--- config.mk ---
export PLATFORM = sky130hd
export DESIGN_NAME = ca_1d_stepper
export DESIGN_NICKNAME = d
export VERILOG_FILES = /design/src/rtl/ca_1d_stepper.sv
export SDC_FILE = /design/constraint.sdc
export NUM_CORES = 1
export LEC_CHECK = 0
export CAP_MARGIN = 25
export CORE_MARGIN = 5
export CORE_UTILIZATION = 53
export DETAILED_ROUTE_END_ITERATION = 6
export GPL_ROUTABILITY_DRIVEN = 0
export PLACE_DENSITY = 0.84
export SETUP_SLACK_MARGIN = 0.15
export SYNTH_ARGS = -nofsm -noshare
export SYNTH_HDL_FRONTEND = slang
export SYNTH_SLANG_ARGS = --single-unit
--- constraint.sdc ---
create_clock -name clk -period 3.1 [get_ports clk]
set_input_delay 0.62 -clock clk [delete_from_list [all_inputs] [get_ports clk]]
set_output_delay 0.62 -clock clk [all_outputs]
set_load 0.01 [all_outputs]
--- src/rtl/ca_1d_stepper.sv ---
// One-dimensional binary cellular automaton of radius RADIUS. It applies one
// generation per clock for a programmed number of steps and stops early if the state reaches a fixed point.
module ca_1d_stepper #(
    parameter int              WIDTH  = 16,
    parameter int              RADIUS = 1,
    parameter int              STEP_W = 16,
    parameter logic [WIDTH-1:0] INIT  = {(WIDTH/2){2'b01}},
    localparam int             NBR_W  = 2*RADIUS+1,
    localparam int             RULE_W = 2**NBR_W
) (
    input  logic              clk,
    input  logic              rst,
    input  logic [RULE_W-1:0] rule_i,
    input  logic [1:0]        bmode_i,
    input  logic              load_i,
    input  logic [WIDTH-1:0]  load_data_i,
    input  logic              start_i,
    input  logic [STEP_W-1:0] steps_i,
    input  logic              abort_i,
    output logic              busy_o,
    output logic              done_o,
    output logic              fixed_pt_o,
    output logic [STEP_W-1:0] gen_count_o,
    output logic [WIDTH-1:0]  state_o
);

    localparam int IDX_W = (WIDTH > 1) ? $clog2(WIDTH) : 1;

    typedef enum logic {
        S_IDLE = 1'b0,
        S_RUN  = 1'b1
    } fsm_e;

    typedef enum logic [1:0] {
        BM_WRAP   = 2'd0,
        BM_ZERO   = 2'd1,
        BM_ONE    = 2'd2,
        BM_MIRROR = 2'd3
    } bmode_e;

    fsm_e              fsm_q, fsm_d;
    logic [WIDTH-1:0]  state_q, state_d;
    logic [RULE_W-1:0] rule_q, rule_d;
    bmode_e            bmode_q, bmode_d;
    logic [STEP_W-1:0] rem_q, rem_d;
    logic [STEP_W-1:0] gen_q, gen_d;
    logic              done_q, done_d;
    logic              fixed_q, fixed_d;
    logic              busy_q, busy_d;
    logic [WIDTH-1:0]  next_state_s;

    // Value of neighbour position j, resolving positions outside 0..WIDTH-1 by the boundary mode.
    function automatic logic cell_at(input logic [WIDTH-1:0] s, input int j, input bmode_e m);
        int   p;
        logic use_pos;
        logic v;
        p       = j;
        use_pos = 1'b1;
        if ((j >= 0) && (j < WIDTH)) begin
            p = j;
        end else begin
            case (m)
                BM_WRAP:   p = (j < 0) ? (j + WIDTH) : (j - WIDTH);
                BM_MIRROR: p = (j < 0) ? (-j - 1) : (2*WIDTH - j - 1);
                default:   use_pos = 1'b0;
            endcase
        end
        if (use_pos) begin
            v = s[IDX_W'(p)];
        end else begin
            v = (m == BM_ONE);
        end
        return v;
    endfunction

    // Next generation: each cell looks up the rule with its neighbourhood, highest index as MSB.
    always_comb begin
        logic [NBR_W-1:0] nbr;
        nbr          = '0;
        next_state_s = '0;
        for (int i = 0; i < WIDTH; i++) begin
            for (int k = 0; k < NBR_W; k++) begin
                nbr[k] = cell_at(state_q, i - RADIUS + k, bmode_q);
            end
            next_state_s[i] = rule_q[nbr];
        end
    end

    // Control FSM next-state and datapath updates.
    always_comb begin
        fsm_d   = fsm_q;
        state_d = state_q;
        rule_d  = rule_q;
        bmode_d = bmode_q;
        rem_d   = rem_q;
        gen_d   = gen_q;
        fixed_d = fixed_q;
        done_d  = 1'b0;
        case (fsm_q)
            S_IDLE: begin
                if (load_i) begin
                    state_d = load_data_i;
                    gen_d   = '0;
                    fixed_d = 1'b0;
                end else if (start_i) begin
                    if (steps_i != '0) begin
                        rule_d  = rule_i;
                        bmode_d = bmode_e'(bmode_i);
                        rem_d   = steps_i;
                        fixed_d = 1'b0;
                        fsm_d   = S_RUN;
                    end else begin
                        done_d = 1'b1;
                    end
                end else begin
                    fsm_d = S_IDLE;
                end
            end
            S_RUN: begin
                if (abort_i) begin
                    fsm_d = S_IDLE;
                end else if (next_state_s == state_q) begin
                    fixed_d = 1'b1;
                    done_d  = 1'b1;
                    fsm_d   = S_IDLE;
                end else begin
                    state_d = next_state_s;
                    gen_d   = (&gen_q) ? gen_q : (gen_q + STEP_W'(1));
                    rem_d   = rem_q - STEP_W'(1);
                    if (rem_q == STEP_W'(1)) begin
                        done_d = 1'b1;
                        fsm_d  = S_IDLE;
                    end else begin
                        fsm_d = S_RUN;
                    end
                end
            end
            default: begin
                fsm_d = S_IDLE;
            end
        endcase
        busy_d = (fsm_d == S_RUN);
    end

    // State and output registers.
    always_ff @(posedge clk or posedge rst) begin
        if (rst) begin
            fsm_q   <= S_IDLE;
            state_q <= INIT;
            rule_q  <= '0;
            bmode_q <= BM_WRAP;
            rem_q   <= '0;
            gen_q   <= '0;
            done_q  <= 1'b0;
            fixed_q <= 1'b0;
            busy_q  <= 1'b0;
        end else begin
            fsm_q   <= fsm_d;
            state_q <= state_d;
            rule_q  <= rule_d;
            bmode_q <= bmode_d;
            rem_q   <= rem_d;
            gen_q   <= gen_d;
            done_q  <= done_d;
            fixed_q <= fixed_d;
            busy_q  <= busy_d;
        end
    end

    assign busy_o      = busy_q;
    assign done_o      = done_q;
    assign fixed_pt_o  = fixed_q;
    assign gen_count_o = gen_q;
    assign state_o     = state_q;

endmodule
==> results of run 1 <==
-- power breakdown --
| group | switching (mW) | internal [mW] |
|---|---|---|
| Sequential | 0.264 | 0.979 |
| Clock | 0.328 | 0.534 |
| Combinational | 0.679 | 0.691 |
| Total | 1.27 | 2.20 |
-- layout by cell type, fill, tap and decap left out, types with 12 or more instances in the layout --
cell type,instances
nor2_1,26
nor3_1,15
and3_1,13
dfrtp_1,52
nand2_1,76
nand4_1,12
buf_4,18
o21ai_0,14
a21oi_1,18
clkdlybuf4s50_1,81
mux2i_1,22
-- cell usage after synthesis (5+ instances only) --
library cell / instances
nand2_1: 76
a22o_1: 9
dfrtp_1: 53
nor2b_1: 7
a31oi_1: 5
ha_1: 5
a2111oi_0: 5
mux2i_1: 22
and3_1: 13
nor2_1: 26
o211ai_1: 11
o22ai_1: 9
inv_1: 10
clkbuf_1: 19
nand4_1: 12
nor3_1: 15
nand2b_1: 7
mux4_2: 9
nand3_1: 11
buf_2: 8
o21ai_0: 14
dfstp_2: 8
a21oi_1: 18
nor4_1: 11
-- registers in the layout, indices dropped and copies added, names as in the netlist --
| register | count |
|---|---|
| rem_q | 16 |
| done_o | 1 |
| gen_count_o | 16 |
| bmode_q | 2 |
| fixed_pt_o | 1 |
| rule_q | 8 |
| busy_o | 1 |
| state_o | 16 |
-- path summary, 6_finish.rpt --
kind                              endpoint  slack [ns]  cells after the start
setup reg to reg                 rem_q[15]        0.27                      8
hold reg to reg                 state_o[9]        0.51                      1
min in group asynchronous  gen_count_o[12]        0.71                      2
max in group asynchronous       state_o[4]        1.64                      3
hold / removal                  state_o[9]        0.51                      1
setup / recovery                 rem_q[15]        0.27                      8
-- repair_timing --
item / CTS / global route
resized for setup: 0 / 3
endpoints found under the hold margin: 0 / 0
endpoints found under the setup margin: 0 / 29
-- cell families after synthesis --
family / share of synthesized area [%]
buf+inv: 5.18
mux: 11.9
simple gates: 24.0
fa+ha+maj: 1.52
compound gates: 19.8
xor+xnor: 0.424
flops: 37.2
-- worst max-delay path, stage by stage (launching register included) --
cell and delay [ns]:
dfrtp_1 0.53, and2_4 0.24, a2111oi_0 0.45, a41oi_1 0.12, and3_1 0.22, o2111a_2 0.37
buf_4 0.23, o41ai_1 0.37, o21ai_0 0.15
-- cell type report --
type / count / area, um2 / area share [%]
clock inverter: 6 / 111 / 2.11
clock buffer: 10 / 128 / 2.42
timing repair buffer: 99 / 946 / 17.9
multi-input combinational: 354 / 2380 / 45.2
sequential: 61 / 1540 / 29.2
tap: 102 / 128 / 2.42
inverter: 10 / 37.5 / 0.712
-- metal layers --
layer	global-route usage, %	up-vias	routed length (um)
li1	-	1880	-
met1	33.7	1960	4900
met2	41.2	178	6000
met3	3.64	27	778
met4	9.24	0	254
met5	0	-	0
-- through the flow --
stage / utilization [%] / total power [mW]
floorplan: - / 2.14
global placement: 65.7 / 2.53
detailed placement: 65.7 / 2.60
CTS: 68.8 / 3.47
global route: 68.9 / 3.68
finish: 68.9 / 3.47
==> results.yml, run 1 <==
synth:
  ys_ff_latch: 61
  synth_edf_count: 0
  ys_seq_area_share_pct: 37.2
  ys_types: 67
  syn-mean-instance-area_um2: 8.97
  ys_warn_count: 0
  syn-cell-area_um2: 4130
  synth_nets: 512
  synth_top_area_share_pct: 32.1
  yosysTopAreaCell: "dfrtp_1"
  ys.flop_type: "dfrtp_1"
  syn_inst: 460
  synth_area_leaders: "dfrtp_1 (32%), nand2_1 (6.9%), mux2i_1 (5.3%)"
  async_reset_ff_share_pct: 100
timing:
  fin_crit_sh_pct: 91.3
  hold_viol: 0
  drv_slew: 0
  relSlewSlack_pct: 51.9
  holdWs_ns: 0.507
  setup_tns_ns: 0
  clock_skew_ns: 0.00901
  worst_slew_pin_slew_ns: 0.716
  rsz0062_at_grt: "true"
  fmax_mhz: 353
  finalSetupViolations: 0
  min_period_ns: 2.83
  layout_setup_ws_ns: 0.270
placed_design:
  port_buffers: 81
  pre_cts_ws_ns: 0.193
  placedInstanceArea_um2: 5020
  dpl.hpwl_mm: 8.34
  place_inst: 626
routing:
  vias: 4045
  drt-total-wl_mm: 11.9
  avgRoutedWirePerCell_um: 18.6
  first_iter_violations: 350
  antenna_left: 0
  dr.pass1.iters: 5
  drc: 0
  avgViaCountPerCell: 6.30
floorplan:
  coreArea_um2: 7650
  fp.dieH_um: 98.3
  start_util_pct: 54.0
  fp.dieW_um: 98.3
  io_pins: 82
  dieArea_um2: 9650
  placementRows: 32
layout:
  area_delta_synth_final_pct: 27.7
  fillers: 595
  drive_above_1_share_pct: 11.9
  diodes: 0
  finish.instance_area_um2: 5270
  nNetsFinal: 587
  fin_cells: 642
worst_setup_path:
  crit_fanout: 15
  cp.arrival_ns: 3.03
  worstReg2RegStart: "rule_q[7]"
  cp-end-kind: "register"
  worstSetupPathType: "reg -> reg"
  crit_start: "rule_q[7]"
  critPathRequiredTime_ns: 3.30
  start_kind: "register"
power_and_ir_drop:
  leakage_nw: 2.14
  powerDensity_nw_per_um2: 659
  peakVddDrop_v: 0.000320
global_route:
  grt_overflow: 0
  antenna_found_initial: 0
  grt_max_degree: 37
  grtUsageTotal_pct: 25.0
  grt_pass1_vias: 4044
  grt_pass1_wl_mm: 20.0
clock_tree:
  clk_latency_ns: 0.34
  postCtsSetupRepairBufs: 0
  clockBufferDepth: 2
  cts_tree: "yes"
  clock_sinks: 61
  htreeDepth: 3
  clk_pin_slew_worst_paths_ns: 0.07
  cts_hold_buffers: 0
  numCtsBuffers: 9
  cts-root-buf: "clkbuf_8"
flow_run:
  cap_violations: 0
hold_path:
  hp-class: "reg -> reg"
  hp-start: "state_o[9]"
run_status:
  status: "complete, no violations"
Power figures use the tool's default switching activity.
==> inputs of run 2 (changes only) <==
- CORE_UTILIZATION: 53 -> 57
- HOLD_SLACK_MARGIN: default -> 0.12
- PLACE_DENSITY: 0.84 -> 0.89
- clock period: 3.1 -> 3.3 ns (I/O delays scaled with it)
==> run 2 against run 1 <==
Net effect:
- flip-flop and latch count stayed put
- design area is 1.7% lower
- cell count is 1.1% lower
- combinational power is 7% lower
- fmax is 0.18% lower
- routed wire length is 1.3% lower
- critical endpoint is now state_o[4]
==> results.yml, run 2 (synthesis results as in run 1) <==
run_status:
  status: "complete, no violations"
worst_setup_path:
  worstReg2RegStart: "rule_q[7]"
  cp.arrival_ns: 3.11
  rr_endpoint: "state_o[4]"
  crit_fanout: 37
  reg2reg_depth: 8
  cp_slowest_cell: "dfrtp_1"
  cp.buffers_inverters: 1
  cp-end-kind: "register"
  crit_cells: 8
  worstSetupPathType: "reg -> reg"
  critPathRequiredTime_ns: 3.57
  start_kind: "register"
  r2r_setup_slack_ns: 0.47
  cpLargestDelayFamily: "compound AO/OA/AOI/OAI gates"
  crit_start: "rule_q[7]"
  worstPathCellList: "and2_4 > a2111oi_0 > a41oi_1 > and3_1 > o2111a_1 > buf_12 > a21oi_4 > mux2_1"
  slowest_delay_ns: 0.51
global_route:
  grt_max_degree: 38
  grt_overflow: 0
  antenna_found_initial: 0
  grtUsageTotal_pct: 27.4
  grt_pass1_wl_mm: 19.5
  grt_pass1_vias: 4025
timing:
  drv_slew: 0
  fmax_mhz: 353
  fin_crit_sh_pct: 85.9
  finalSetupViolations: 0
  min_period_ns: 2.83
  setup_tns_ns: 0
  relSlewSlack_pct: 51.8
  worst_slew_pin_slew_ns: 0.717
  hold_viol: 0
  rsz0062_at_grt: "false"
  clock_skew_ns: 0.0114
power_and_ir_drop:
  powerDensity_nw_per_um2: 589
  peakVddDrop_v: 0.000381
  leakage_nw: 2.10
clock_tree:
  clk_pin_slew_worst_paths_ns: 0.08
  numCtsBuffers: 9
  cts-root-buf: "clkbuf_8"
  cts_hold_buffers: 0
  postCtsSetupRepairBufs: 0
  clock_sinks: 61
  clockBufferDepth: 2
  cts_tree: "yes"
  htreeDepth: 3
  clk_latency_ns: 0.36
layout:
  final_cell_mix: "clkdlybuf4s50_1 (81), nand2_1 (76), dfrtp_1 (52)"
  finish.instance_area_um2: 5180
  area_delta_synth_final_pct: 25.5
  final_common_cell: "clkdlybuf4s50_1"
  diodes: 0
  fin_cells: 635
  drive_above_1_share_pct: 11.0
  fillers: 556
  multiInputGateArea_um2: 2380
  seq_area_um2: 1540
  nNetsFinal: 583
  fin_util_pct: 72.6
routing:
  dr.pass1.iters: 4
  drt-total-wl_mm: 11.8
  drc: 0
  avgRoutedWirePerCell_um: 18.5
  avgViaCountPerCell: 6.48
  first_iter_violations: 368
  vias: 4117
  antenna_left: 0
floorplan:
  fp.dieW_um: 95.1
  dieArea_um2: 9040
  fp.dieH_um: 95.1
  coreArea_um2: 7140
  placementRows: 31
  io_pins: 82
  start_util_pct: 57.8
flow_run:
  cap_violations: 0
hold_path:
  hp-class: "reg -> reg"
  hp-start: "state_o[11]"
  hold_depth: 1
  whs_endpoint: "state_o[11]"
placed_design:
  placedInstanceArea_um2: 5000
  port_buffers: 81
  place_inst: 619
  dpl.hpwl_mm: 8.24
[run 2: timing repair]
action                                  in CTS  in global routing
endpoints found under the setup margin       0                  6
gates resized for setup                      0                  1
endpoints found under the hold margin        0                  0
[run 2: area by class of cell]
cell class              instances  area share [%]
clock buffers                  10            2.66
clock inverters                 6           0.749
inverters                      10           0.724
multi-input cells             354            45.9
flip-flops and latches         61            29.7
well taps                      99            2.39
repair buffers                 95            17.9
[run 2: layer usage]
metal / track usage (%) / routed length, um
met5: 0 / 0
met4: 10.9 / 252
met3: 5.13 / 889
met2: 44.9 / 5840
met1: 36.0 / 4790
[run 2: worst max-delay path by stage]
stage	endpoint	slack (ns)
2_1_floorplan	gen_count_o[12]	0.66
3_3_place_gp	gen_count_o[12]	0.59
3_5_place_dp	state_o[4]	0.36
4_1_cts	state_o[4]	0.32
5_1_grt	gen_count_o[9]	0.34
6_report	state_o[4]	0.47
[run 2: metrics by stage]
stage | setup WS [ns] | power, mW | hold slack [ns]
5_1_grt | 0.339 | 3.24 | 0.548
4_1_cts | 0.324 | 3.03 | 0.516
2_1_floorplan | 0.660 | 2.01 | 0.476
6_report | 0.465 | 3.05 | 0.511
3_3_place_gp | 0.588 | 2.37 | 0.483
3_5_place_dp | 0.365 | 2.42 | 0.488
[run 2: report_power, final]
part           switching [mW]  internal [mW]
clock                   0.320          0.290
combinational           0.636          0.636
sequential              0.250          0.920
==> inputs of run 3 (changes only) <==
- CORE_MARGIN: 5 -> default
==> run 3 against run 2 <==
Net effect:
- core utilization increased by 3.3 points
- die area down 16%
- critical path depth is 2 lower
- clock-buffer cell count grew 1
- sequential share of layout area is 0.38 points lower
- routed wire length decreased by 2.7%
- via count down 1.4%
- global-route usage is 4.4 points higher
- critical path type unchanged
- highest routed layer unchanged
==> results.yml, run 3 (synthesis results as in run 1) <==
run_status:
  status: "complete, no violations"
global_route:
  grtUsageTotal_pct: 31.9
  grt_pass1_vias: 3863
  grt_overflow: 0
  grt_pass1_wl_mm: 18.6
  antenna_found_initial: 0
  grt_max_degree: 38
power_and_ir_drop:
  p_total_mw: 3.22
  peakVddDrop_v: 0.000301
  powerDensity_nw_per_um2: 615
  leakage_nw: 2.13
routing:
  drt-total-wl_mm: 11.5
  dr.pass1.iters: 5
  avgViaCountPerCell: 6.42
  vias: 4060
  antenna_left: 0
  avgRoutedWirePerCell_um: 18.1
  drc: 0
  first_iter_violations: 252
timing:
  fin_crit_sh_pct: 89.2
  worst_slew_pin_slew_ns: 0.735
  clock_skew_ns: 0.00492
  relSlewSlack_pct: 51.0
  drv_slew: 0
  fmax_mhz: 340
  finalSetupViolations: 0
  hold_viol: 0
  setup_tns_ns: 0
  min_period_ns: 2.94
  rsz0062_at_grt: "false"
clock_tree:
  numCtsBuffers: 9
  cts_hold_buffers: 0
  postCtsSetupRepairBufs: 0
  cts-root-buf: "clkbuf_8"
  cts_tree: "yes"
  clk_latency_ns: 0.35
  clk_pin_slew_worst_paths_ns: 0.07
  clockBufferDepth: 2
  clock_sinks: 61
  htreeDepth: 3
  cts-resized-gates: 0
worst_setup_path:
  cp_slowest_cell: "dfstp_2"
  worstReg2RegStart: "state_o[4]"
  cpLargestDelayFamily: "compound AO/OA/AOI/OAI gates"
  cp.arrival_ns: 3.16
  crit_cells: 6
  worstPathCellList: "mux2_2 > mux4_2 > nor4_2 > o2111ai_2 > a21oi_4 > o22ai_1"
  reg2reg_depth: 6
  r2r_setup_slack_ns: 0.36
  crit_start: "state_o[4]"
  rr_endpoint: "rem_q[10]"
  worstSetupPathType: "reg -> reg"
  cp-end-kind: "register"
  crit_fanout: 12
  start_kind: "register"
  slowest_delay_ns: 0.66
  crit_end: "rem_q[10]"
  critPathRequiredTime_ns: 3.51
  cp.buffers_inverters: 0
floorplan:
  io_pins: 82
  placementRows: 30
  dieArea_um2: 7590
  fp.dieW_um: 87.1
  coreArea_um2: 6910
  fp.dieH_um: 87.1
  start_util_pct: 59.8
layout:
  final_cell_mix: "clkdlybuf4s50_1 (81), nand2_1 (76), dfrtp_1 (53)"
  fillers: 493
  area_delta_synth_final_pct: 27.1
  fin_cells: 632
  fin_util_pct: 75.9
  drive_above_1_share_pct: 10.8
  final_common_cell: "clkdlybuf4s50_1"
  nNetsFinal: 583
  diodes: 0
flow_run:
  cap_violations: 0
placed_design:
  place_inst: 616
  port_buffers: 81
  dpl.hpwl_mm: 7.87
hold_path:
  hp-class: "reg -> reg"
run 3: area by class of cell:
cell class	count	area [um2]	area share, %
sequential	61	1540	29.3
clock inverter	5	81.3	1.55
clock buffer	11	151	2.89
tap	96	120	2.29
multi-input combinational	354	2380	45.3
timing repair buffer	95	941	17.9
inverter	10	37.5	0.716
run 3: worst min-delay path by stage:
stage          cells after the start           to         from
3_3_place_gp                       1  state_o[11]  state_o[11]
5_1_grt                            1   state_o[9]   state_o[9]
3_5_place_dp                       1  state_o[11]  state_o[11]
2_1_floorplan                      2   bmode_q[1]   bmode_q[1]
6_report                           1   state_o[9]   state_o[9]
4_1_cts                            1  state_o[11]  state_o[11]
run 3: power breakdown:
part	switching, mW	leakage, nW	internal (mW)
registers	0.263	0.764	0.918
clock network	0.323	0.116	0.468
logic	0.615	1.25	0.638
total	1.20	2.13	2.02
run 3: through the flow:
| step | instance area (um2) | hold WS (ns) | setup slack (ns) |
|---|---|---|---|
| 6_report | 5250 | 0.509 | 0.355 |
| 2_1_floorplan | 4130 | 0.476 | 0.660 |
| 5_1_grt | 5250 | 0.528 | 0.156 |
| 4_1_cts | 5250 | 0.512 | 0.348 |
| 3_5_place_dp | 5010 | 0.491 | 0.365 |
| 3_3_place_gp | 5010 | 0.487 | 0.471 |
run 3: routing by layer:
| layer | track usage, % | wire length [um] | vias to the layer above |
|---|---|---|---|
| met2 | 53.8 | 5710 | 206 |
| met4 | 15.1 | 294 | 0 |
| met3 | 4.93 | 816 | 27 |
| met5 | 0 | 0 | - |
| li1 | - | - | 1870 |
| met1 | 40.4 | 4640 | 1957 |
